==> src/rtl/cpu_defs.sv <==
// Shared CPU definitions: ALU codes, opcode/funct constants, FSM states and
// datapath mux encodings used by the multicycle controller and the datapath.
package cpu_defs;

  typedef enum logic [3:0] {
    ALU_AND = 4'b0000,
    ALU_OR  = 4'b0001,
    ALU_ADD = 4'b0010,
    ALU_SUB = 4'b0110,
    ALU_XOR = 4'b1110,
    ALU_SLL = 4'b1111
  } alu_op_e;

  localparam logic [5:0] OP_RTYPE = 6'b000000;
  localparam logic [5:0] OP_J     = 6'b000010;
  localparam logic [5:0] OP_JAL   = 6'b000011;
  localparam logic [5:0] OP_BEQ   = 6'b000100;
  localparam logic [5:0] OP_ORI   = 6'b001101;
  localparam logic [5:0] OP_LUI   = 6'b001111;
  localparam logic [5:0] OP_LW    = 6'b100011;
  localparam logic [5:0] OP_SW    = 6'b101011;

  localparam logic [5:0] FN_SLL   = 6'b000000;
  localparam logic [5:0] FN_JR    = 6'b001000;
  localparam logic [5:0] FN_ADD   = 6'b100000;
  localparam logic [5:0] FN_ADDU  = 6'b100001;
  localparam logic [5:0] FN_SUB   = 6'b100010;
  localparam logic [5:0] FN_SUBU  = 6'b100011;
  localparam logic [5:0] FN_AND   = 6'b100100;
  localparam logic [5:0] FN_OR    = 6'b100101;
  localparam logic [5:0] FN_XOR   = 6'b100110;

  typedef enum logic [2:0] {
    FETCH  = 3'd0,
    DECODE = 3'd1,
    EXEC   = 3'd2,
    MEM    = 3'd3,
    WB     = 3'd4
  } state_e;

  typedef enum logic [1:0] {
    PC_PLUS4  = 2'd0,
    PC_BRANCH = 2'd1,
    PC_JUMP   = 2'd2,
    PC_RS     = 2'd3
  } pc_src_e;

  typedef enum logic [1:0] {
    EXT_ZERO  = 2'd0,
    EXT_SIGN  = 2'd1,
    EXT_UPPER = 2'd2
  } ext_op_e;

  typedef enum logic [1:0] {
    DST_RT = 2'd0,
    DST_RD = 2'd1,
    DST_RA = 2'd2
  } reg_dst_e;

  typedef enum logic [1:0] {
    WD_ALU = 2'd0,
    WD_MEM = 2'd1,
    WD_PC  = 2'd2
  } wd_sel_e;

  // Instruction classes decide the state sequence after DECODE.
  typedef enum logic [2:0] {
    CLS_ALU,
    CLS_LW,
    CLS_SW,
    CLS_BEQ,
    CLS_J,
    CLS_JAL,
    CLS_JR,
    CLS_ILLEGAL
  } instr_cls_e;

endpackage

==> src/rtl/mc_decode.sv <==
// Combinational instruction decoder: maps the IR to an instruction class and
// the ALU/immediate/destination controls that stay constant for its lifetime.
module mc_decode
  import cpu_defs::*;
(
  input  logic [31:0] instr,
  output instr_cls_e  cls,
  output alu_op_e     alu_op,
  output logic        alu_src_b,
  output ext_op_e     ext_op,
  output reg_dst_e    reg_dst,
  output logic        illegal
);

  logic [5:0] opcode;
  logic [5:0] funct;
  logic       unused_fields;

  assign opcode = instr[31:26];
  assign funct  = instr[5:0];
  // Register numbers and shamt are routed to the datapath directly.
  assign unused_fields = ^instr[25:6];

  // NOTE: every output gets a default before the case so no latch is inferred.
  always_comb begin
    cls       = CLS_ILLEGAL;
    alu_op    = ALU_ADD;
    alu_src_b = 1'b0;
    ext_op    = EXT_ZERO;
    reg_dst   = DST_RT;
    case (opcode)
      OP_RTYPE: begin
        cls     = CLS_ALU;
        reg_dst = DST_RD;
        case (funct)
          FN_ADD, FN_ADDU: alu_op = ALU_ADD;
          FN_SUB, FN_SUBU: alu_op = ALU_SUB;
          FN_AND:          alu_op = ALU_AND;
          FN_OR:           alu_op = ALU_OR;
          FN_XOR:          alu_op = ALU_XOR;
          FN_SLL:          alu_op = ALU_SLL;
          FN_JR:           cls    = CLS_JR;
          default:         cls    = CLS_ILLEGAL;
        endcase
      end
      OP_ORI: begin
        cls       = CLS_ALU;
        alu_op    = ALU_OR;
        alu_src_b = 1'b1;
        ext_op    = EXT_ZERO;
      end
      OP_LUI: begin
        cls       = CLS_ALU;
        alu_op    = ALU_OR;
        alu_src_b = 1'b1;
        ext_op    = EXT_UPPER;
      end
      OP_LW, OP_SW: begin
        cls       = (opcode == OP_LW) ? CLS_LW : CLS_SW;
        alu_src_b = 1'b1;
        ext_op    = EXT_SIGN;
      end
      OP_BEQ: begin
        cls    = CLS_BEQ;
        alu_op = ALU_SUB;
        ext_op = EXT_SIGN;
      end
      OP_J:    cls = CLS_J;
      OP_JAL: begin
        cls     = CLS_JAL;
        reg_dst = DST_RA;
      end
      default: cls = CLS_ILLEGAL;
    endcase
  end

  assign illegal = (cls == CLS_ILLEGAL);

endmodule

==> src/rtl/mc_ctrl.sv <==
// Multicycle CPU control unit: FETCH/DECODE/EXEC/MEM/WB sequencer with a
// variable-latency memory handshake and a retired-instruction counter.
module mc_ctrl
  import cpu_defs::*;
#(
  parameter int CNT_W = 32
) (
  input  logic             clk,
  input  logic             reset,
  input  logic [31:0]      instr,
  input  logic             zero,
  input  logic             mem_ready,
  output logic             pc_we,
  output logic [1:0]       pc_src,
  output logic             ir_we,
  output logic [3:0]       alu_op,
  output logic             alu_src_b,
  output logic [1:0]       ext_op,
  output logic             reg_we,
  output logic [1:0]       reg_dst,
  output logic [1:0]       wd_sel,
  output logic             mem_req,
  output logic             mem_we,
  output logic             mem_addr_sel,
  output logic             illegal,
  output logic [CNT_W-1:0] instr_cnt
);

  state_e     state, state_nxt;
  instr_cls_e dec_cls;
  alu_op_e    dec_alu_op;
  logic       dec_alu_src_b;
  ext_op_e    dec_ext_op;
  reg_dst_e   dec_reg_dst;
  logic       dec_illegal;

  mc_decode u_decode (
    .instr     (instr),
    .cls       (dec_cls),
    .alu_op    (dec_alu_op),
    .alu_src_b (dec_alu_src_b),
    .ext_op    (dec_ext_op),
    .reg_dst   (dec_reg_dst),
    .illegal   (dec_illegal)
  );

  // NOTE: sequential state uses non-blocking assignments only.
  always_ff @(posedge clk or posedge reset) begin
    if (reset) begin
      state     <= FETCH;
      instr_cnt <= '0;
    end else begin
      state <= state_nxt;
      if (state != FETCH && state_nxt == FETCH)
        instr_cnt <= instr_cnt + CNT_W'(1);
    end
  end

  always_comb begin
    state_nxt    = state;
    pc_we        = 1'b0;
    pc_src       = PC_PLUS4;
    ir_we        = 1'b0;
    alu_op       = ALU_ADD;
    alu_src_b    = 1'b0;
    ext_op       = EXT_ZERO;
    reg_we       = 1'b0;
    reg_dst      = DST_RT;
    wd_sel       = WD_ALU;
    mem_req      = 1'b0;
    mem_we       = 1'b0;
    mem_addr_sel = 1'b0;
    illegal      = 1'b0;

    // Per-instruction datapath controls hold steady from DECODE through WB.
    if (state != FETCH) begin
      alu_op    = dec_alu_op;
      alu_src_b = dec_alu_src_b;
      ext_op    = dec_ext_op;
      reg_dst   = dec_reg_dst;
    end

    case (state)
      FETCH: begin
        mem_req = 1'b1;
        if (mem_ready) begin
          ir_we     = 1'b1;
          pc_we     = 1'b1;
          state_nxt = DECODE;
        end
      end
      DECODE: begin
        if (dec_illegal) begin
          illegal   = 1'b1;
          state_nxt = FETCH;
        end else begin
          state_nxt = EXEC;
        end
      end
      EXEC: begin
        case (dec_cls)
          CLS_ALU:        state_nxt = WB;
          CLS_LW, CLS_SW: state_nxt = MEM;
          CLS_BEQ: begin
            pc_we     = zero;
            pc_src    = PC_BRANCH;
            state_nxt = FETCH;
          end
          CLS_J: begin
            pc_we     = 1'b1;
            pc_src    = PC_JUMP;
            state_nxt = FETCH;
          end
          CLS_JAL: begin
            pc_we     = 1'b1;
            pc_src    = PC_JUMP;
            reg_we    = 1'b1;
            reg_dst   = DST_RA;
            wd_sel    = WD_PC;
            state_nxt = FETCH;
          end
          CLS_JR: begin
            pc_we     = 1'b1;
            pc_src    = PC_RS;
            state_nxt = FETCH;
          end
          default: state_nxt = FETCH;
        endcase
      end
      MEM: begin
        mem_req      = 1'b1;
        mem_addr_sel = 1'b1;
        mem_we       = (dec_cls == CLS_SW);
        if (mem_ready)
          state_nxt = (dec_cls == CLS_SW) ? FETCH : WB;
      end
      WB: begin
        reg_we    = 1'b1;
        wd_sel    = (dec_cls == CLS_LW) ? WD_MEM : WD_ALU;
        state_nxt = FETCH;
      end
      default: state_nxt = FETCH;
    endcase

    // An access in flight when reset hits is abandoned without side effects.
    if (reset) begin
      pc_we   = 1'b0;
      ir_we   = 1'b0;
      reg_we  = 1'b0;
      mem_we  = 1'b0;
      mem_req = 1'b0;
      illegal = 1'b0;
    end
  end

endmodule

==> config.mk <==
export PLATFORM = sky130hd
export DESIGN_NAME = mc_ctrl
export DESIGN_NICKNAME = d
export VERILOG_FILES = /design/src/rtl/cpu_defs.sv /design/src/rtl/mc_decode.sv /design/src/rtl/mc_ctrl.sv
export SDC_FILE = /design/constraint.sdc
export NUM_CORES = 1
export LEC_CHECK = 0
export BUFFER_PORTS_ARGS = -buffer_cell sky130_fd_sc_hd__buf_2
export CORE_UTILIZATION = 36
export CTS_CLUSTER_DIAMETER = 120
export DETAILED_ROUTE_END_ITERATION = 6
export GPL_ROUTABILITY_DRIVEN = 0
export PLACE_DENSITY_LB_ADDON = 0.05
export SKIP_CTS_REPAIR_TIMING = 1
export SLEW_MARGIN = 20
export SYNTH_ARGS = -nofsm -noshare
export SYNTH_HDL_FRONTEND = slang
export SYNTH_HIERARCHICAL = 1
export SYNTH_SLANG_ARGS = --single-unit
==> constraint.sdc <==
create_clock -name clk -period 4.8 [get_ports clk]
set_clock_uncertainty 0.2 [all_clocks]
set_input_delay 0.96 -clock clk [delete_from_list [all_inputs] [get_ports clk]]
set_output_delay 0.96 -clock clk [all_outputs]
set_load 0.05 [all_outputs]
==> impl_metrics.ini <==
[status]
status = finished, final reports clean

[route]
ant_nets = 0
vias_per_cell = 5.01
drc_errors = 0
dr.pass1.iters = 4
routed_wl_um = 5060
routedWlPerCell_um = 13.0
num_vias = 1959
detail_route.iter0.violations = 61

[sta]
fmax_mhz = 237
slew_violations = 0
setup_tns_ns = 0
report.final.hold_viol_count = 0
setup_viol = 0
worst_pin_slew_ns = 0.684
fin_crit_sh_pct = 87.8
rsz0062_at_grt = no
final.min_clock_period_ns = 4.22
relSlewSlack_pct = 54.1

[worst_setup_path]
worstSetupEndpoint = reg_we
crit_path_start = instr[29]
reg2reg_from = instr_cnt[1]$_DFFE_PP0P_
crit_slowest_cell = o21ai_1
critPathKind = input port to primary output
arrival_ns = 3.06
critPathMaxStageDelay_ns = 0.45
reg2reg_slack_ns = 2.45
rr_endpoint = instr_cnt[30]$_DFFE_PP0P_
cp_max_fo = 8
start_kind = input port
r2r_cells = 6
cp_top_family = simple AND/OR/NAND/NOR gates
end_kind = primary output
crit_top_cell = buf_2
cp.depth = 10
worst-path-buf-inv = 3
cp_data_required_time_ns = 3.64
path_cells = buf_2 -> nor3_4 -> nand3b_2 -> inv_2 -> o21ai_2 -> o21ai_1 -> nand2b_1 -> or2_2 -> a21oi_1 -> buf_2

[global_route]
gr-total-overflow = 0
grt_usage_pct = 16.0
grt_first_pass_wirelength_um = 8330
antenna_found_initial = 0
grt_pass1_vias = 1738
grt_max_degree = 38

[layout]
final_util_pct = 46.1
areaGrowthSynthToFinish_pct = 20.1
layout-drive-gt1-share_pct = 32.9
diodes = 0
fin_cells = 391
nNetsFinal = 352
nFillCells = 613

[logic_synthesis]
synth_area_leader_cell = dfrtp_1
async_flop_share_pct = 100
synth_nets = 284
synth-main-ff-cell = dfrtp_1
yosys-top-cells-count = 35 x dfrtp_1, 22 x xor2_1, 21 x nor2_1
syn_inst = 247
ys_types = 58
synth-seq-cells = 35
synthTopCellsByArea = dfrtp_1 38%, xor2_1 8.3%, xnor2_1 4.1%
netlist.area_leader.share_pct = 37.7
syn_avg_cell_area_um2 = 9.42
yosys_warnings = 6
synth_edf_count = 0
synth_most_common_cell = dfrtp_1
ys_seq_area_share_pct = 37.7
syn-cell-area_um2 = 2330

[hold_path]
holdCritPathClass = flop to flop

[placed_design]
dp_hpwl_um = 3760
placedCellCount = 383
numPortBuffers = 67

[floorplan]
initial_core_util_pct = 38.4
die_h_um = 82.4
core_region_area_um2 = 6060
dieArea_um2 = 6790
die_x_um = 82.4
rows = 28
ios = 88

[clock_tree]
clk_latency_ns = 0.28
clock-root-buffer = clkbuf_8
cts_tree = yes
clk_pin_slew_ns = 0.07
cts_buffers = 5
cts_max_path_buffers = 2
cts_max_level = 2
cts_sinks = 35

[power_and_ir_drop]
vdd_ir_drop_max_uv = 193
p_leak_nw = 1.47
power.density_nw_per_um2 = 301

[flow_run]
cap_violations = 0
==> placed cells by master, fill, tap and decap left out, types with 5 or more instances in the layout <==
cell type,instances
nor4_2,5
nor2_1,21
xor2_1,22
clkbuf_8,5
and2_1,7
a21oi_1,10
nand4_1,8
nor3_1,15
inv_1,14
nand2_1,20
dfrtp_1,35
xnor2_1,11
buf_2,67
nand2b_1,5
nand3_1,9
==> flip-flops by register name, indices dropped and copies added (netlist names) <==
register / cells
instr_cnt: 32
state: 3
==> worst min-delay path by stage <==
| stage | from | end | depth (start not counted) |
|---|---|---|---|
| 3_5_place_dp | instr_cnt[31]$_DFFE_PP0P_ | instr_cnt[31]$_DFFE_PP0P_ | 1 |
| 4_1_cts | instr_cnt[31]$_DFFE_PP0P_ | instr_cnt[31]$_DFFE_PP0P_ | 1 |
| 2_1_floorplan | state[2]$_DFF_PP0_ | state[0]$_DFF_PP0_ | 2 |
| 6_report | instr_cnt[31]$_DFFE_PP0P_ | instr_cnt[31]$_DFFE_PP0P_ | 1 |
| 5_1_grt | instr_cnt[31]$_DFFE_PP0P_ | instr_cnt[31]$_DFFE_PP0P_ | 1 |
| 3_3_place_gp | instr_cnt[31]$_DFFE_PP0P_ | instr_cnt[31]$_DFFE_PP0P_ | 1 |
==> stage by stage <==
step	total power [W]	hold WS, ns	area (um^2)	worst slack [ns]
3_5_place_dp	0.000644	0.258	2710	0.572
2_1_floorplan	0.000583	0.477	2330	0.287
4_1_cts	0.000854	0.269	2790	0.563
6_report	0.000842	0.268	2790	0.583
5_1_grt	0.000894	0.292	2790	0.380
3_3_place_gp	0.000643	0.258	2710	0.600
==> layer usage <==
metal  track usage [%]  vias to the layer above  routed length, um
met3              3.30                        4                204
li1                  -                      999                  -
met4              4.21                        0                 36
met1              23.9                      913               2620
met2              23.1                       43               2210
met5                 0                        -                  0
==> cell families (layout without fill, tap and decap cells) <==
logic type	Yosys count	count (layout)	share of synthesized area, %
AND/OR/NAND/NOR	126	126	33.8
flip-flops	35	35	37.7
XOR/XNOR	33	33	12.4
AO/OA/AOI/OAI	27	27	9.25
buffers and inverters	23	92	5.22
multiplexers	2	2	1.13
adder cells (fa/ha/maj)	1	1	0.538
==> layout make-up <==
type | count | area, um^2 | area share, %
multi-input cells | 189 | 1340 | 47.8
flip-flops and latches | 35 | 876 | 31.4
repair buffers | 68 | 343 | 12.3
well taps | 75 | 93.8 | 3.36
clock buffers | 6 | 72.6 | 2.60
inverters | 16 | 60.1 | 2.15
clock inverters | 2 | 12.5 | 0.448
==> where the power goes <==
part           internal (W)  switching, W
logic             0.0000770      0.000195
registers          0.000323     0.0000409
clock network      0.000101      0.000104
No activity file was read; power rests on OpenSTA's default activity.
